`src/rtl/vga_pkg.sv`:
```
// Shared definitions for the VGA test-picture generator: default geometry,
// RGB565 colours, picture-mode encoding and sprite direction type.
package vga_pkg;

    localparam int H_ACT_DEF = 640;
    localparam int V_ACT_DEF = 480;

    localparam logic [15:0] RGB_WHITE   = 16'hFFFF;
    localparam logic [15:0] RGB_YELLOW  = 16'hFFE0;
    localparam logic [15:0] RGB_CYAN    = 16'h07FF;
    localparam logic [15:0] RGB_GREEN   = 16'h07E0;
    localparam logic [15:0] RGB_MAGENTA = 16'hF81F;
    localparam logic [15:0] RGB_RED     = 16'hF800;
    localparam logic [15:0] RGB_BLUE    = 16'h001F;
    localparam logic [15:0] RGB_BLACK   = 16'h0000;

    typedef enum logic [1:0] {
        MODE_BARS_SPRITE = 2'd0,
        MODE_BARS        = 2'd1,
        MODE_SPRITE      = 2'd2,
        MODE_BLACK       = 2'd3
    } mode_e;

    typedef enum logic {
        DIR_INC = 1'b0,
        DIR_DEC = 1'b1
    } dir_e;

    function automatic logic [15:0] bar_colour(input logic [2:0] k);
        case (k)
            3'd0:    return RGB_WHITE;
            3'd1:    return RGB_YELLOW;
            3'd2:    return RGB_CYAN;
            3'd3:    return RGB_GREEN;
            3'd4:    return RGB_MAGENTA;
            3'd5:    return RGB_RED;
            3'd6:    return RGB_BLUE;
            default: return RGB_BLACK;
        endcase
    endfunction

endpackage

```
`src/rtl/vga_bounce_axis.sv`:
```
// One axis of sprite motion: position walks between 1 and MAX by STEP,
// clamping onto the end stop and reversing direction there.
module vga_bounce_axis
    import vga_pkg::*;
#(
    parameter int MAX  = 609,
    parameter int STEP = 2
) (
    input  logic        clk,
    input  logic        rst_n,
    input  logic        advance,
    output logic [11:0] pos
);

    localparam logic [11:0] MAX_W  = 12'(MAX);
    localparam logic [11:0] STEP_W = 12'(STEP);
    localparam logic [11:0] LOW_W  = 12'(1 + STEP);

    dir_e        dir_q, dir_d;
    logic [11:0] pos_q, pos_d;

    // NOTE: state registers use non-blocking assignments so every flop samples pre-edge values.
    always_ff @(posedge clk) begin
        if (!rst_n) begin
            dir_q <= DIR_INC;
            pos_q <= 12'd1;
        end else begin
            dir_q <= dir_d;
            pos_q <= pos_d;
        end
    end

    // NOTE: defaults are assigned first so every path drives every output and no latch is inferred.
    always_comb begin
        dir_d = dir_q;
        pos_d = pos_q;
        if (advance) begin
            case (dir_q)
                DIR_INC: begin
                    if (pos_q + STEP_W >= MAX_W) begin
                        pos_d = MAX_W;
                        dir_d = DIR_DEC;
                    end else begin
                        pos_d = pos_q + STEP_W;
                    end
                end
                DIR_DEC: begin
                    if (pos_q <= LOW_W) begin
                        pos_d = 12'd1;
                        dir_d = DIR_INC;
                    end else begin
                        pos_d = pos_q - STEP_W;
                    end
                end
            endcase
        end
    end

    assign pos = pos_q;

endmodule

```
`src/rtl/vga_pic_gen.sv`:
```
// Test-picture source: eight colour bars with a bouncing inverted-colour
// sprite, one registered RGB565 word per active pixel address.
module vga_pic_gen
    import vga_pkg::*;
#(
    parameter int H_ACT = H_ACT_DEF,
    parameter int V_ACT = V_ACT_DEF,
    parameter int BOX   = 32,
    parameter int STEP  = 2
) (
    input  logic        clk,
    input  logic        rst_n,
    input  logic [11:0] addr_h,
    input  logic [11:0] addr_v,
    input  logic        v_sync,
    input  logic        move_en,
    input  logic [1:0]  mode,
    output logic [15:0] rgb_data,
    output logic [7:0]  frame_cnt
);

    logic        v_sync_d_q;
    mode_e       mode_q;
    logic [7:0]  frame_cnt_q;
    logic [15:0] rgb_q, rgb_d;
    logic        fe;
    logic [11:0] box_x, box_y;
    logic [2:0]  bar_idx;
    logic [15:0] bar_rgb;
    logic        hit;

    assign fe = v_sync & ~v_sync_d_q;

    vga_bounce_axis #(.MAX(H_ACT - BOX + 1), .STEP(STEP)) u_axis_x (
        .clk     (clk),
        .rst_n   (rst_n),
        .advance (fe & move_en),
        .pos     (box_x)
    );

    vga_bounce_axis #(.MAX(V_ACT - BOX + 1), .STEP(STEP)) u_axis_y (
        .clk     (clk),
        .rst_n   (rst_n),
        .advance (fe & move_en),
        .pos     (box_y)
    );

    // Bar index counts how many of the seven bar boundaries lie left of the pixel.
    always_comb begin
        bar_idx = 3'd0;
        for (int j = 1; j < 8; j++) begin
            if (12'(j * H_ACT / 8) < addr_h) begin
                bar_idx = bar_idx + 3'd1;
            end
        end
    end

    assign bar_rgb = bar_colour(bar_idx);

    assign hit = (addr_h >= box_x) && (addr_h < box_x + 12'(BOX)) &&
                 (addr_v >= box_y) && (addr_v < box_y + 12'(BOX));

    always_comb begin
        rgb_d = RGB_BLACK;
        if (addr_h != 12'd0 && addr_v != 12'd0) begin
            case (mode_q)
                MODE_BARS_SPRITE: rgb_d = hit ? ~bar_rgb : bar_rgb;
                MODE_BARS:        rgb_d = bar_rgb;
                MODE_SPRITE:      rgb_d = hit ? RGB_WHITE : RGB_BLACK;
                MODE_BLACK:       rgb_d = RGB_BLACK;
            endcase
        end
    end

    // Mode is only taken at the frame boundary so a change never tears the picture.
    always_ff @(posedge clk) begin
        if (!rst_n) begin
            v_sync_d_q  <= 1'b0;
            mode_q      <= MODE_BARS_SPRITE;
            frame_cnt_q <= 8'd0;
            rgb_q       <= RGB_BLACK;
        end else begin
            v_sync_d_q <= v_sync;
            rgb_q      <= rgb_d;
            if (fe) begin
                mode_q      <= mode_e'(mode);
                frame_cnt_q <= frame_cnt_q + 8'd1;
            end
        end
    end

    assign rgb_data  = rgb_q;
    assign frame_cnt = frame_cnt_q;

endmodule

```
`config.mk`:
```
export PLATFORM = sky130hd
export DESIGN_NAME = vga_pic_gen
export DESIGN_NICKNAME = d
export VERILOG_FILES = /design/src/rtl/vga_pkg.sv /design/src/rtl/vga_bounce_axis.sv /design/src/rtl/vga_pic_gen.sv
export SDC_FILE = /design/constraint.sdc
export NUM_CORES = 1
export LEC_CHECK = 0
export BUFFER_PORTS_ARGS = -buffer_cell sky130_fd_sc_hd__buf_4
export CAP_MARGIN = 10
export CORE_MARGIN = 3
export CORE_UTILIZATION = 34
export DETAILED_ROUTE_END_ITERATION = 8
export REMOVE_ABC_BUFFERS = 1
export SYNTH_ARGS = -nofsm -noshare
export SYNTH_HDL_FRONTEND = slang
export SYNTH_SLANG_ARGS = --single-unit
```
`constraint.sdc`:
```
create_clock -name clk -period 7.5 [get_ports clk]
set_clock_uncertainty 0.05 [all_clocks]
set_input_delay 0.75 -clock clk [delete_from_list [all_inputs] [get_ports clk]]
set_output_delay 0.75 -clock clk [all_outputs]
set_load 0.03 [all_outputs]
```
### After elaboration in Yosys (flattened, before gate mapping)

Cells that the tools add are included.

* flip-flop bits (word level): 53
* input port bits: 30
* logic and storage cells: 83

* add/sub/neg operators: 13
* $lt $le $gt $ge: 15
* equal/unequal tests: 9
* mux-type cells: 23
* bitwise gates (word level): 6
* reduce and logical (&&, ||, !) cells: 9

Operators by type and width (number)
* $pmux W16 S7: 1
* $pmux W16 S4: 1
* $mux W12: 4
* $pmux W12 S2: 2
* $lt A9 B12 Y1 const A: 3
* $mux W16: 2
* $add A12 B2 Y12 const B: 2
* $add A12 B6 Y12 const B: 2
* $ge A12 B12 Y1: 2
* $le A12 B2 Y1 const B: 2
* $lt A12 B12 Y1: 2
* $lt A8 B12 Y1 const A: 2
* $reduce_bool A12 Y1: 2
* $sub A12 B2 Y12 const B: 2
* $add A3 B1 Y3 const B: 6
* $mux W3: 6
* $not A16 Y16: 1
* $ge A12 B10 Y1 const B: 1
* $ge A12 B9 Y1 const B: 1
* $lt A10 B12 Y1 const A: 1
* $lt A7 B12 Y1 const A: 1
* $eq A3 B3 Y1 const B: 3
* $add A8 B1 Y8 const B: 1
* $eq A3 B2 Y1 const B: 2
* 11 further kinds: 23

### Logic depth before layout (Yosys ltp)

* depth after elaboration: 19
* gate-level depth with buffers: 20

### Hierarchy

A second synthesis with hierarchy kept.

* cells, all modules: 615
* area, all modules: 4770.8 sq um

By module, submodules not included
* vga_pic_gen: times used 1, cells each 288, area an instance 2331.0 sq um, sequential area each 280.3 sq um
* vga_bounce_axis at u_axis_x: times used 1, cells each 163, area an instance 1239.9 sq um, sequential area each 260.2 sq um
* vga_bounce_axis at u_axis_y: times used 1, cells each 164, area an instance 1199.9 sq um, sequential area each 260.2 sq um

### Least setup slack after synthesis

No wires, ideal clock.

* kind: input to register
* start: in addr_h[2]
* end: reg rgb_q[10], in the netlist rgb_data[10]
* setup time: 72 ps
* data arrival time: 4823 ps
* required time: 7378 ps
* setup slack: 2555 ps
* cell stages on the path: 19
* buffers on the path: 0
* cells stage by stage: or4_4 o21ai_0 nand2b_1 a21boi_0 inv_1 ha_1 xor2_1 ha_1 mux2_4 ha_1 mux2_4 ha_1 mux2_2 ha_1 nand2_1 xnor3_1 xnor2_1 nor2_1 mux2i_1

* longest elaborated chain between the ends: 19
* elaborated cells between the ends (all ways): 40

Ends and longest elaborated chain
* start: declaration: RTL line vga_pic_gen.sv:13 `input logic [11:0] addr_h,`
* $lt A7 B12 Y1: RTL line vga_pic_gen.sv:52 `if (12'(j * H_ACT / 8) < addr_h) begin`
* $mux W1: RTL line vga_pic_gen.sv:52
* $add A3 B1 Y3: RTL line vga_pic_gen.sv:53 `bar_idx = bar_idx + 3'd1;`
* $mux W3: RTL line vga_pic_gen.sv:52
* $add A3 B1 Y3: RTL line vga_pic_gen.sv:53
* $mux W3: RTL line vga_pic_gen.sv:52
* $add A3 B1 Y3: RTL line vga_pic_gen.sv:53
* $mux W3: RTL line vga_pic_gen.sv:52
* (+3 left out)
* $mux W3: RTL line vga_pic_gen.sv:52
* $add A3 B1 Y3: RTL line vga_pic_gen.sv:53
* $mux W3: RTL line vga_pic_gen.sv:52
* $eq A3 B3 Y1 (tied with other cells): RTL line vga_pkg.sv:30 `case (k)`
* $pmux W16 S7: RTL line vga_pkg.sv:30
* $not A16 Y16: RTL line vga_pic_gen.sv:67 `MODE_BARS_SPRITE: rgb_d = hit ? ~bar_rgb : bar_rgb;`
* $mux W16: RTL line vga_pic_gen.sv:67
* $pmux W16 S4: RTL line vga_pic_gen.sv:66 `case (mode_q)`
* end signal: assignment: RTL line vga_pic_gen.sv:84 `rgb_q <= rgb_d;`
* end: declaration: RTL line vga_pic_gen.sv:25 `logic [15:0] rgb_q, rgb_d;`

Several ways; a longest one is shown, not always the timed one.
A chain may end at the register's enable or synchronous reset.

### Worst setup path after layout

Ends and elaborated chain as after synthesis.

==> metrics.md <==
| Metric | Value |
|---|---|
| Number of setup buffers added after CTS | 0 |
| Clk slew on worst S/H paths | 0.06 ns |
| Met3 global-route usage | 2.11% |
| DP Cell Count | 734 |
| Vias per cell | 5.60 |
| NumNets Final | between 600 and 700 |
| Worst-margin pin slew | 0.911 ns |
| Post-CTS sizing | 0 |
| Initial core utilization | 35.1% |
| Post-Syn Area | 4250 µm² |
| Clock latency on the worst-skew pair | 0.29 ns |
| Clock Path Buffers | 2 |
| Core Area | 12,100 µm² |
| Routed Antenna Nets | 0 |
| Synthesized area per cell | 7.75 µm² |
| Drt drc | 0 |
| Non-filler instance count after layout | 742 |
| Cell Rows | 40 |
| Wirelength per Cell | 15.2 µm |
| Hold_sp | u_axis_x.pos[11] |
| Vias in the first global route | 3,862 |
| Worst setup slack after layout | ~2.4 ns |
| Total grt overflow | 0 |
| Setup Crit Path Kind | input port to flip-flop |
| Crit path max fanout | 4 |
| FF-to-FF path depth | 12 |
| Total track usage | 16.0% |
| Largest net degree at the start of global routing | 29 |
| Worst Setup End Kind | flip-flop |
| Post-CTS Hold Fix Bufs | 0 |
| Reg2reg end | rgb_data[14] |
| Die H | ~120 µm |
| Area added between synthesis and finish | 13.9% |
| Post-detailed-routing wire length | 11,300 µm |
| Worst flop-to-flop path startpoint | u_axis_x.pos[5] |
| Top post-synthesis cells by area | dfxtp_1, ha_1, xnor2_1, a21oi_1, nor2_1 |
| Hold Path Stages | 2 |
| Max Clock Freq | 198 MHz |
| First-pass GRT wire length | 18,700 µm |
| Met1 Track Usage GR | between 20% and 30% |
| Biggest area consumer among synthesized cells | dfxtp_1 |
| Power per cell area | 145 nW/µm² |
| R2R Setup Slk | 3.94 ns |
| DP Wirelength | 8820 µm |
| Via count | 4,152 |
| TritonCTS clock tree | done |
| Setup Viol. Count Final | 0 |
| Full die area | 13,900 µm² |
| H-tree levels | 2 |
| Clk sink count | 40 |
| Endpoints failing hold | 0 |
| Post-synth top area share | between 10% and 20% |
| Sequential fraction of the synthesis area | 18.8% |
| DRT Pass-1 Iters | 5 |
| Top post-synthesis cells by count | ha_1, nor2_1, dfxtp_1 |
| Req. time, crit path | 7.68 ns |
| WHS | about 0.44 ns |
| Peak supply drop | 68.6 µV |
| Status | finished clean |
| Top_reg_cell synth | dfxtp_1 |
| Final Max Slew Viols | 0 |
| Worst Hold End | u_axis_x.pos[11] |
| EDFF count, synth | 0 |
| Port Buffers | 53 |
| Final Wtd Congestion | 0.865 |
| Max Cap Viol | 0 |
| Distinct cells, synth | 70 |
| Global routing's busiest layer | met2 |
| Initial DRC count | 272 |
| Post-synthesis cell count | 549 |
| CTS buffer count | 5 |
| Critical path launch point type | input port |
| Share of post-route cells with drive strength above 1 | 13.8% |
| Initial antenna violation count | 0 |
| Pre-CTS setup slack | 2.13 ns |
| Relative max-transition margin | 39.1% |
| Antenna cells | 0 |
| Root buf cell | clkbuf_16 |
| RSZ-0062 raised after global routing | no |
| Die width | 118 µm |
| Top-count cell post-synth | ha_1 |
| Leak | slightly below 2 nW |
| Final min period | 5.06 ns |
| Synthesis warning total | 0 |
| Layout Cell Area excl Fill | 4840 µm² |
| CP arrival | 5.23 ns |
| Async SR Flop Fraction | 0% |
| Area after DPL | 4670 µm² |
| Class of the worst hold path | flip-flop to flip-flop |
| #FFs+latches synth | 40 |
| Final period util | 67.4% |
| I/O pin total | 54 |
| Setup_tns | 0 ns |
| Met2 usage | between 20% and 30% |
==> worst max-delay path, cell delays in order <==
cell and delay (ns):
buf_4 0.12, or4_4 0.56, o21ai_0 0.17, nand2b_1 0.07
a21boi_0 0.25, inv_1 0.07, ha_1 0.31, xor2_1 0.32
ha_1 0.30, mux2_4 0.27, ha_1 0.27, mux2_4 0.29
ha_1 0.30, mux2_2 0.28, ha_1 0.19, nand2_1 0.06
xnor3_1 0.23, xnor2_1 0.13, nor2_1 0.13, mux2i_1 0.19
==> cell usage in the layout, fill, tap and decap left out, types with 3 or more instances in the layout <==
| master | synthesis | routed |
|---|---|---|
| o211ai_1 | 7 | 7 |
| a311oi_1 | 3 | 3 |
| nor4_1 | 11 | 11 |
| xor2_1 | 10 | 10 |
| o41ai_1 | 3 | 3 |
| nand2b_1 | 6 | 6 |
| o22ai_1 | 3 | 3 |
| o21a_1 | 6 | 6 |
| a21oi_1 | 39 | 39 |
| a211oi_1 | 3 | 3 |
| a21o_1 | 8 | 8 |
| nor3b_1 | 3 | 3 |
| mux2i_1 | 6 | 6 |
| nor2b_1 | 5 | 5 |
| inv_1 | 29 | 29 |
| nor2_1 | 47 | 47 |
| a211o_1 | 5 | 5 |
| buf_4 | 13 | 54 |
| and2_1 | 3 | 3 |
| nand3_1 | 26 | 26 |
| dfxtp_1 | 40 | 40 |
| ha_1 | 53 | 53 |
| nand4_1 | 11 | 11 |
| and3_1 | 10 | 10 |
| nand2_1 | 35 | 35 |
| a31oi_1 | 10 | 10 |
| a22oi_1 | 4 | 4 |
| clkbuf_16 | 0 | 5 |
| o21ai_0 | 30 | 30 |
| or3_1 | 6 | 6 |
| nor3_1 | 16 | 16 |
| xnor2_1 | 26 | 26 |
| or4_1 | 4 | 4 |
==> how the worst max path moves through the flow <==
stage	from	endpoint	slack [ns]	depth (start not counted)
2_1_floorplan	addr_h[2]	rgb_data[10]	2.56	19
3_3_place_gp	addr_h[2]	rgb_data[10]	2.27	20
3_5_place_dp	addr_h[2]	rgb_data[10]	2.13	20
4_1_cts	addr_h[2]	rgb_data[10]	2.43	20
5_1_grt	addr_h[2]	rgb_data[10]	2.11	19
6_report	addr_h[2]	rgb_data[10]	2.44	20
==> logic make-up after synthesis <==
family / synth area share (%)
mux: 2.65
simple gates: 23.3
xor+xnor: 7.94
fa+ha+maj: 15.6
flops: 18.8
buf+inv: 7.35
compound gates: 24.4
==> cell type report <==
cell class,count,area (µm²)
clock buffer,5,125
clock inverter,3,46.3
fill,1267,7270
inverter,31,116
multi-input combinational,441,3140
sequential,40,801
tap,168,210
timing repair buffer,54,405
==> sequential cells by signal, summed over array words and instances, names as in the netlist <==
register	count
mode_q	2
v_sync_d_q	1
u_axis_y.pos	12
u_axis_x.pos	12
u_axis_x.dir_q	1
frame_cnt	8
u_axis_y.dir_q	1
rgb_data	3
==> layer usage <==
layer / routed length (µm) / share of wire [%] / up-vias
li1: - / - / 2049
met1: 5320 / 47 / 1974
met2: 5320 / 47 / 114
met3: 476 / 4.2 / 15
met4: 180 / 1.6 / 0
met5: 0 / 0 / -
==> power by group <==
part	leakage (nW)	internal, mW	switching [mW]	total [mW]
combinational	1.52	0.0888	0.126	0.214
sequential	0.325	0.220	0.0122	0.232
clock	0.0804	0.158	0.0956	0.254
total	1.93	0.467	0.233	0.701
==> stage by stage <==
step                total power, mW  utilization (%)
CTS                           0.706             40.0
global route                  0.737             40.0
finish                        0.701             40.0
global placement              0.446             38.6
floorplan                     0.373                -
detailed placement            0.451             38.6
No activity file was read; power rests on OpenSTA's default activity.
